[src/rtl/pwm_gen_if.sv]
// ---------------------------------------------------------------------------
// pwm_gen_if
//   Submit channel between an upstream duty-code source and pwm_gen.
//
//   Signals:
//     comb_waveform  WIDTH  duty code offered by the source
//     ready          1      submit strobe, sampled once per rising clk edge
//
//   Modports:
//     master  the duty-code source (drives both signals)
//     slave   pwm_gen (samples both signals)
// ---------------------------------------------------------------------------
interface pwm_gen_if #(
  parameter int WIDTH = 8
);
  logic [WIDTH-1:0] comb_waveform;
  logic             ready;

  modport master (
    output comb_waveform,
    output ready
  );

  modport slave (
    input comb_waveform,
    input ready
  );
endinterface

[src/rtl/pwm_gen.sv]
// ---------------------------------------------------------------------------
// pwm_gen
//   Single-channel pulse-width modulator with a period of 2^WIDTH clocks.
//   A submitted duty code is parked in a pending register and copied into
//   the active register only on the wrap edge, so each period is produced
//   from one stable duty value and the output never glitches mid-period.
//
//   Ports:
//     clk    in   system clock, rising edge
//     n_rst  in   asynchronous reset, asserted HIGH despite the name
//     bus    in   pwm_gen_if.slave: comb_waveform (duty code) + ready strobe
//     pwm_o  out  registered PWM output; high while cnt < active
// ---------------------------------------------------------------------------
module pwm_gen #(
  parameter int WIDTH = 8
) (
  input  logic          clk,
  input  logic          n_rst,
  pwm_gen_if.slave      bus,
  output logic          pwm_o
);

  localparam logic [WIDTH-1:0] CNT_LAST = '1;

  logic [WIDTH-1:0] cnt;
  logic [WIDTH-1:0] pending;
  logic [WIDTH-1:0] active;

  logic [WIDTH-1:0] cnt_next;
  logic [WIDTH-1:0] pending_next;
  logic [WIDTH-1:0] active_next;
  logic             wrap;
  logic             pwm_next;

  // Next-state logic. The output compare uses the values being written on
  // this edge, so in the cycle where cnt=n the output is (n < active). That
  // makes the pulse start exactly at cnt=0 of every period.
  always_comb begin
    // NOTE: every signal gets a default before any conditional assignment,
    // otherwise a missed branch would infer a latch.
    cnt_next     = cnt + WIDTH'(1);
    pending_next = pending;
    active_next  = active;
    wrap         = (cnt == CNT_LAST);

    if (bus.ready) begin
      pending_next = bus.comb_waveform;
    end

    // A submit on the wrap edge itself bypasses pending so it still lands
    // in the very next period.
    if (wrap) begin
      active_next = bus.ready ? bus.comb_waveform : pending;
    end

    pwm_next = (cnt_next < active_next);
  end

  always_ff @(posedge clk or posedge n_rst) begin
    if (n_rst) begin
      cnt     <= '0;
      pending <= '0;
      active  <= '0;
      pwm_o   <= 1'b0;
    end else begin
      // NOTE: state registers use non-blocking assignment so every register
      // samples the pre-edge values, independent of statement order.
      cnt     <= cnt_next;
      pending <= pending_next;
      active  <= active_next;
      pwm_o   <= pwm_next;
    end
  end

endmodule

[src/flat_wrapper.sv]
// flat-port wrapper written by rule: the top's interface ports become plain ports
module pwm_gen_flat 
#(
  parameter int WIDTH = 8
)
  (clk, n_rst, pwm_o, bus_comb_waveform, bus_ready);
  pwm_gen_if #(.WIDTH(WIDTH)) bus_i ();
  input  logic clk;
  input  logic n_rst;
  output logic pwm_o;
  input wire logic [$bits(bus_i.comb_waveform)-1:0] bus_comb_waveform;
  input wire logic [$bits(bus_i.ready)-1:0] bus_ready;
  assign bus_i.comb_waveform = bus_comb_waveform;
  assign bus_i.ready = bus_ready;
  pwm_gen #(.WIDTH(WIDTH)) u_core (.clk(clk), .n_rst(n_rst), .bus(bus_i), .pwm_o(pwm_o));
endmodule
[config.mk]
export PLATFORM = sky130hd
export DESIGN_NAME = pwm_gen_flat
export DESIGN_NICKNAME = d
export VERILOG_FILES = /design/src/rtl/pwm_gen_if.sv /design/src/rtl/pwm_gen.sv /design/src/flat_wrapper.sv
export SDC_FILE = /design/constraint.sdc
export NUM_CORES = 1
export LEC_CHECK = 0
export CAP_MARGIN = 20
export CORE_MARGIN = 3
export CORE_UTILIZATION = 40
export CTS_CLUSTER_DIAMETER = 120
export DETAILED_ROUTE_END_ITERATION = 12
export SKIP_LAST_GASP = 1
export SLEW_MARGIN = 0
export SYNTH_ARGS = -nofsm -noshare
export SYNTH_HDL_FRONTEND = slang
export SYNTH_SLANG_ARGS = --single-unit
[constraint.sdc]
create_clock -name clk -period 3.86 [get_ports clk]
set_clock_uncertainty 0.05 [all_clocks]
set_input_delay 0.772 -clock clk [delete_from_list [all_inputs] [get_ports clk]]
set_output_delay 0.772 -clock clk [all_outputs]
set_load 0.05 [all_outputs]
==> impl_metrics.yaml, run 1 <==
timing:
  tns_ps: 0
  grt_setup_unrepaired: "false"
  fmaxAchievable_mhz: 355
  post-route-period-util_pct: 72.9
  hold_violations: 0
  report.final.slew_viol_count: 0
  hold_slack_ps: 450
  worstMarginPinSlew_ps: 914
  setup_viol: 0
  period_needed_ps: 2810
  slew_headroom_pct: 39.0
flow_run:
  cap_violations: 0
power_and_ir_drop:
  powerDensity_nw_per_um2: 317
  netSwitchingPower_mw: 0.0866
  p_total_mw: 0.412
  seq_power_share_pct: 65.9
  peakVddDrop_v: 0.000256
  switching_share_pct: 21.0
  pwr-share-clk_pct: 27.2
  p_int_mw: 0.325
  pwr-share-comb_pct: 6.9
  p_leak_nw: 0.623
yosys:
  synth_top_family_by_area: "multiplexers"
  syn-num-nets: 106
  ys_seq_area_share_pct: 55.4
  ys_types: 23
  synth_area_per_cell_um2: 13.0
  yosys.area_share.xor_xnor_pct: 4.65
  synth_area_um2: 1130
  synthCells: 87
  synth_warnings: 0
  ys_ff_latch: 25
  synth_compound_area_share_pct: 2.66
  synth-simple-area-share_pct: 9.08
  muxShareOfSynthArea_pct: 15.5
  synthAdderAreaFrac_pct: 8.86
  synth_top_area_cell: "dfrtp_1"
  synth.area.top_cells: "dfrtp_1, ha_1, mux2_2, mux2i_1, xnor2_1"
  synth_top_area_share_pct: 55.4
run_status:
  status: "finished clean"
global_route:
  overflow: 0
  grt_usage_pct: 11.9
  grt_max_degree: 26
  antenna_found_initial: 0
  first_global_vias: 714
  grt_pass1_wl_um: 3040
setup_path:
  slowest_stage: "clkdlybuf4s50_1"
  critPathMaxStageDelay_ps: 660
  crit_top_cell: "a21oi_1"
  cp.arrival_ps: 3030
  crit_fanout: 8
  critical_path_class: "in -> reg"
  reg2reg_to: "u_core.pwm_o"
  cp-end-kind: "flip-flop"
  r2r_start: "u_core.cnt[0]"
  rrSetupSlack_ps: 1130
  crit_family: "buffers and inverters"
  startpoint_type: "input pin"
  crit_buf_inv: 1
  r2r_cells: 9
  worstPathCellList: "clkdlybuf4s50_1 > mux2_2 > mux2i_1 > ha_1 > a21oi_1 > a21oi_1 > nor4_1 > o21a_1"
  crit_required_ps: 4080
placement:
  numPortBuffers: 11
  gp_congestion: 0.845
  dp_hpwl_um: 1410
clocking:
  path_clk_slew_ps: 130
  cts_buffers: 3
  cts_tree: "built"
  ctsHoldBuffers: 0
  postCtsSetupBuffers: 0
  numClockSinks: 25
  clk_latency_ps: 320
  cts_resized: 0
  h-tree-depth: 1
  root_buffer: "clkbuf_4"
  clockBufferDepth: 2
finish:
  final_nets: 121
  final_cell_mix: "dfrtp_1, clkdlybuf4s50_1, inv_1"
  drive_gt1_share_pct: 17.8
  final_common_cell: "dfrtp_1"
  area_delta_synth_final_pct: 15.2
  diodes: 0
die:
  rows: 18
  initial_core_util_pct: 43.6
  die-area_um2: 3500
  die_y_um: 59.1
  io_pins: 12
  core_um2: 2590
  die_w_um: 59.1
detailed_routing:
  post_drt_wl_per_cell_um: 13.2
  drc: 0
  drtIter0Drc: 6
  vias: 645
  dr.pass1.iters: 4
  routed_wl_um: 1730
  ant_nets: 0
  vias_per_cell: 4.92
min_path:
  hold_class: "reg -> reg"
  worstHoldStart: "u_core.active[6]"
  hold_depth: 2
  holdPathEnd: "u_core.active[6]"
through the flow:
| step | setup slack [ps] | instances | utilization [%] | instance area (um^2) |
|---|---|---|---|---|
| global placement | 767 | 127 | 49.2 | 1270 |
| detailed placement | 700 | 127 | 49.2 | 1270 |
| finish | 1050 | 131 | 50.2 | 1300 |
| floorplan | 1300 | 87 | - | 1130 |
| global route | 909 | 131 | 50.2 | 1300 |
| CTS | 1050 | 131 | 50.2 | 1300 |
worst max-delay path by stage:
stage,start,endpoint,slack [ps],depth (start not counted)
global placement,bus_ready,u_core.pwm_o,770,8
finish,bus_ready,u_core.pwm_o,1050,8
detailed placement,bus_ready,u_core.pwm_o,700,8
global route,u_core.cnt[0],u_core.pwm_o,910,9
CTS,bus_ready,u_core.pwm_o,1050,8
floorplan,bus_ready,u_core.pwm_o,1300,8
Yosys cell counts:
cell type,n
mux2_4,1
clkbuf_1,1
dfrtp_1,25
nand3_2,1
and2_2,1
a21oi_1,3
o21a_1,1
inv_1,9
mux2i_1,7
nand2_1,1
a21boi_0,1
ha_1,8
xnor2_1,4
nor3_4,1
inv_4,1
nor2_1,1
xor2_1,2
nor4_1,1
nand4_1,3
nand3_1,5
nor3_1,1
mux2_2,8
or2_2,1
tightest hold or removal path, cell delays in order (launching register included):
cell and delay, ps:
dfrtp_1 350, mux2i_1 80, inv_1 50
layer usage:
| metal | GRT usage, % | up-vias | wire [um] |
|---|---|---|---|
| met5 | 0 | - | 0 |
| met1 | 14.0 | 301 | 838 |
| li1 | - | 330 | - |
| met4 | 3.88 | 0 | 13 |
| met2 | 20.2 | 12 | 785 |
| met3 | 3.92 | 2 | 93 |
area by class of cell:
class,instances,area [um^2]
repair buffers,11,110
clock buffers,3,22.5
flip-flops and latches,25,626
clock inverters,1,5.00
well taps,30,37.5
fillers,250,1290
multi-input cells,51,460
inverters,10,40.0
power by group through the flow:
stage | Sequential [mW] | Combinational (mW) | Clock [mW]
floorplan | 0.276 | 0.0160 | 0
global placement | 0.277 | 0.0285 | 0
detailed placement | 0.277 | 0.0292 | 0
CTS | 0.272 | 0.0292 | 0.120
global route | 0.273 | 0.0317 | 0.130
finish | 0.272 | 0.0284 | 0.112
flip-flops by register name, summed over array words and instances, names as in the netlist:
register / cells
u_core.cnt: 8
u_core.pending: 8
u_core.active: 8
u_core.pwm_o: 1
logic make-up (layout without fill, tap and decap cells):
logic type,after synthesis,in the layout
compound gates,5,5
xor+xnor,6,6
fa+ha+maj,8,8
buf+inv,11,25
flops,25,25
mux,16,16
simple gates,16,16
No activity file was read; power rests on OpenSTA's default activity.
==> inputs of run 2 (changes only) <==
==> constraint.sdc (replaced) <==
create_clock -name clk -period 2.6 [get_ports clk]
set_clock_uncertainty 0.05 [all_clocks]
set_input_delay 0.52 -clock clk [delete_from_list [all_inputs] [get_ports clk]]
set_output_delay 0.52 -clock clk [all_outputs]
set_load 0.05 [all_outputs]
==> impl_metrics.yaml, run 2 (synthesis gave the netlist of run 1 again) <==
clocking:
  ctsHoldBuffers: 0
  numClockSinks: 25
  cts_tree: "built"
  cts_buffers: 3
  clk_latency_ps: 310
  path_clk_slew_ps: 120
  root_buffer: "clkbuf_4"
  clockBufferDepth: 2
  h-tree-depth: 1
finish:
  reg.largest.list: "u_core.active x8, u_core.cnt x8, u_core.pending x8"
  ff_latch_area_um2: 627
  final_cell_mix: "dfrtp_1, clkdlybuf4s50_1, inv_1"
  multi_input_area_um2: 470
  area_delta_synth_final_pct: 20.5
  final_nets: 126
  fill_cells: 224
  final_common_cell: "dfrtp_1"
  drive_gt1_share_pct: 24.5
  diodes: 0
global_route:
  antenna_found_initial: 0
  grt_use_met3_pct: 3.92
  grt_max_degree: 26
  overflow: 0
  grt.busiest_layer: "met2"
  grt.met2_usage_pct: 19.2
  use_met1_pct: 14.0
  grt_usage_pct: 11.6
  grt_pass1_wl_um: 2980
  first_global_vias: 707
timing:
  report.final.slew_viol_count: 0
  slew_headroom_pct: 67.3
  hold_slack_ps: 443
  setup_viol: 0
  fmaxAchievable_mhz: 408
  hold_violations: 0
  worstMarginPinSlew_ps: 490
  post-route-period-util_pct: 94.3
  period_needed_ps: 2450
setup_path:
  worstPathCellList: "ha_2 > nand3_2 > nor3_4 > buf_12 > mux2i_2 > ha_1 > a21oi_1 > a21oi_1 > nor4_1 > o21a_1"
  critPathMaxStageDelay_ps: 420
  critical_path_class: "reg -> reg"
  r2r_cells: 10
  cp.arrival_ps: 2660
  reg2reg_to: "u_core.pwm_o"
  startpoint_type: "flip-flop"
  crit_required_ps: 2810
  crit_fanout: 8
  crit_family: "simple AND/OR/NAND/NOR gates"
  r2r_start: "u_core.cnt[0]"
  cp-end-kind: "flip-flop"
  rrSetupSlack_ps: 150
  crit_top_cell: "a21oi_1"
  slowest_stage: "dfrtp_2"
  crit_buf_inv: 1
placement:
  numPortBuffers: 11
  dp_hpwl_um: 1350
  gp_congestion: 0.824
min_path:
  hold_class: "reg -> reg"
  holdPathEnd: "u_core.cnt[0]"
  worstHoldStart: "u_core.cnt[0]"
  hold_depth: 1
die:
  die_w_um: 59.1
  rows: 18
  die_y_um: 59.1
  die-area_um2: 3500
  core_um2: 2590
  initial_core_util_pct: 43.6
  io_pins: 12
power_and_ir_drop:
  powerDensity_nw_per_um2: 452
  peakVddDrop_v: 0.000382
  p_leak_nw: 0.648
  p_total_mw: 0.615
detailed_routing:
  drc: 0
  drtIter0Drc: 4
  routed_wl_um: 1750
  post_drt_wl_per_cell_um: 12.9
  dr.pass1.iters: 3
  vias: 669
  vias_per_cell: 4.92
  ant_nets: 0
run_status:
  status: "finished clean"
flow_run:
  cap_violations: 0
==> run 2: cell types whose count changed in the layout (fill, tap and decap cells not counted), sizes merged <==
cell,change
clkbuf,+1
buf,+5
clkinv,-1
==> run 2: repair_timing <==
action / CTS / global route
gates resized for setup: 0 / 4
buffers inserted: 0 / 1
endpoints found under the hold margin: 0 / 0
setup endpoints to repair: 0 / 1
==> run 2: through the flow <==
step	area (um^2)	setup TNS, ps	util (%)	instances	setup WS (ps)
CTS	1340	0	51.8	135	67.6
global placement	1320	-114	50.8	131	-114
global route	1360	-19.1	52.6	136	-19.1
finish	1360	0	52.6	136	148
detailed placement	1320	-167	50.8	131	-167
floorplan	1130	0	-	87	243
==> run 2: how the worst max path moves through the flow <==
stage / slack, ps / from / end / depth (start not counted)
after floorplan: 240 / u_core.cnt[0] / u_core.pwm_o / 9
after global placement: -110 / bus_ready / u_core.pwm_o / 9
after detailed placement: -170 / bus_ready / u_core.pwm_o / 9
after CTS: 70 / u_core.cnt[0] / u_core.pwm_o / 10
after global routing: -20 / u_core.cnt[0] / u_core.pwm_o / 10
final: 150 / u_core.cnt[0] / u_core.pwm_o / 10
==> run 2: per-layer routing <==
metal	wire length, um	part of all wire [%]	vias to the layer above
met3	97	5.5	2
met2	819	47	11
met4	12	0.69	0
met1	820	47	317
met5	0	0	-
li1	-	-	339
==> run 2: power by group <==
| part | total, mW | leakage (nW) | internal, mW | switching (mW) |
|---|---|---|---|---|
| Sequential | 0.403 | 0.316 | 0.401 | 0.00256 |
| Combinational | 0.0457 | 0.316 | 0.0278 | 0.0179 |
| Clock | 0.166 | 0.0150 | 0.0599 | 0.106 |
| Total | 0.615 | 0.648 | 0.488 | 0.126 |
==> run 2: area by class of cell <==
| class | count | area share (%) |
|---|---|---|
| Sequential cell | 25 | 46.0 |
| Multi-Input combinational cell | 51 | 34.6 |
| Timing Repair Buffer | 16 | 11.8 |
| Inverter | 10 | 2.94 |
| Tap cell | 30 | 2.76 |
| Clock buffer | 4 | 1.93 |
==> run 2: worst reg2reg max path: cells and delay by family (launching register included) <==
kind,cells,cell delay [ps]
multiplexers,1,270
flip-flops,1,420
adder cells (fa/ha/maj),2,510
AO/OA/AOI/OAI,3,400
buffers and inverters,1,160
AND/OR/NAND/NOR,3,590
==> inputs of run 3 (changes only) <==
--- a/config.mk
+++ b/config.mk
@@ -6,10 +6,11 @@
 export NUM_CORES = 1
 export LEC_CHECK = 0
 export CAP_MARGIN = 20
-export CORE_MARGIN = 3
+export CORE_MARGIN = 4
 export CORE_UTILIZATION = 40
 export CTS_CLUSTER_DIAMETER = 120
 export DETAILED_ROUTE_END_ITERATION = 12
+export PLACE_DENSITY_LB_ADDON = 0.15
 export SKIP_LAST_GASP = 1
 export SLEW_MARGIN = 0
 export SYNTH_ARGS = -nofsm -noshare
==> impl_metrics.yaml, run 3 (synthesis gave the netlist of run 1 again) <==
run_status:
  status: "finished clean"
setup_path:
  crit_required_ps: 2800
  startpoint_type: "flip-flop"
  cp-end-kind: "flip-flop"
  critical_path_class: "reg -> reg"
  crit_fanout: 8
  cp.arrival_ps: 2640
  rrSetupSlack_ps: 160
finish:
  reg.largest.list: "u_core.active x8, u_core.cnt x8, u_core.pending x8"
  area_delta_synth_final_pct: 21.5
  diodes: 0
  drive_gt1_share_pct: 25.2
  final_nets: 127
  final_cell_mix: "dfrtp_1, clkdlybuf4s50_1, inv_1"
  final_util_pct: 50.2
  final_common_cell: "dfrtp_1"
clocking:
  ctsHoldBuffers: 0
  numClockSinks: 25
  path_clk_slew_ps: 140
  cts_buffers: 3
  clk_latency_ps: 310
  cts_tree: "built"
  root_buffer: "clkbuf_4"
  clockBufferDepth: 2
  h-tree-depth: 1
power_and_ir_drop:
  p_leak_nw: 0.657
  peakVddDrop_v: 0.000255
  powerDensity_nw_per_um2: 450
timing:
  fmaxAchievable_mhz: 410
  post-route-period-util_pct: 93.7
  hold_violations: 0
  period_needed_ps: 2440
  report.final.slew_viol_count: 0
  setup_viol: 0
  hold_slack_ps: 453
  tns_ps: 0
  worstMarginPinSlew_ps: 490
  slew_headroom_pct: 67.2
flow_run:
  cap_violations: 0
detailed_routing:
  drtIter0Drc: 11
  vias_per_cell: 4.89
  ant_nets: 0
  routed_wl_um: 1810
  dr.pass1.iters: 4
  drc: 0
  vias: 675
  post_drt_wl_per_cell_um: 13.1
min_path:
  hold_class: "reg -> reg"
placement:
  gp_congestion: 0.788
  numPortBuffers: 11
  dp_hpwl_um: 1420
global_route:
  grt_pass1_wl_um: 3040
  grt_usage_pct: 11.2
  first_global_vias: 703
  overflow: 0
  antenna_found_initial: 0
  grt_max_degree: 26
die:
  initial_core_util_pct: 41.3
  rows: 19
  die_y_um: 61.1
  core_um2: 2730
  die-area_um2: 3740
  die_w_um: 61.1
  io_pins: 12
run 3: changes by cell type in the layout (fill, tap and decap cells not counted), sizes merged:
cell,delta
clkbuf,-1
buf,+1
clkinv,+1
run 3: path summary, 6_finish.rpt:
check                                       from          endpoint  cells past startpoint
worst max register to register     u_core.cnt[1]      u_core.pwm_o                     10
worst min-delay path            u_core.active[7]  u_core.active[7]                      2
min in group asynchronous                  n_rst  u_core.active[0]                      3
worst max-delay path               u_core.cnt[1]      u_core.pwm_o                     10
worst min register to register  u_core.active[7]  u_core.active[7]                      2
max in group asynchronous                  n_rst     u_core.cnt[2]                      3
run 3: report_power, final:
| part | switching (mW) | internal [mW] |
|---|---|---|
| combinational | 0.0178 | 0.0277 |
| sequential | 0.00281 | 0.401 |
| clock | 0.111 | 0.0574 |
| total | 0.131 | 0.486 |
run 3: worst max-delay path: stages (launching register included):
cell and delay [ps]:
dfrtp_1 400, ha_2 220, nand3_2 120, nor3_4 240
buf_12 160, mux2i_2 240, ha_1 290, a21oi_1 170
a21oi_1 90, nor4_2 240, o21a_1 150
run 3: what timing repair did:
action,4_1_cts,5_1_grt
resized for setup,0,3
endpoints found under the setup margin,0,1
setup buffers,0,1
run 3: cell type report:
class,instances,area [um^2]
clock inverters,1,5.00
repair buffers,17,168
inverters,10,40.0
clock buffers,3,22.5
multi-input cells,51,473
fillers,253,1360
well taps,31,38.8
flip-flops and latches,25,626
run 3: per-stage QoR:
stage          area, um^2  total power, mW  setup WS (ps)  cells
6_report             1370            0.617            163    138
5_1_grt              1370            0.652          -5.16    138
4_1_cts              1350            0.630           78.0    137
3_5_place_dp         1330            0.458           -208    133
3_3_place_gp         1330            0.456           -146    133
2_1_floorplan        1130            0.434            243     87
run 3: per-layer routing:
metal / share of wire, % / wire, um / global-route usage (%)
met4: 0.94 / 17 / 5.57
met5: 0 / 0 / 0
met1: 46 / 835 / 14.2
met2: 47 / 847 / 18.0
met3: 5.9 / 106 / 2.52
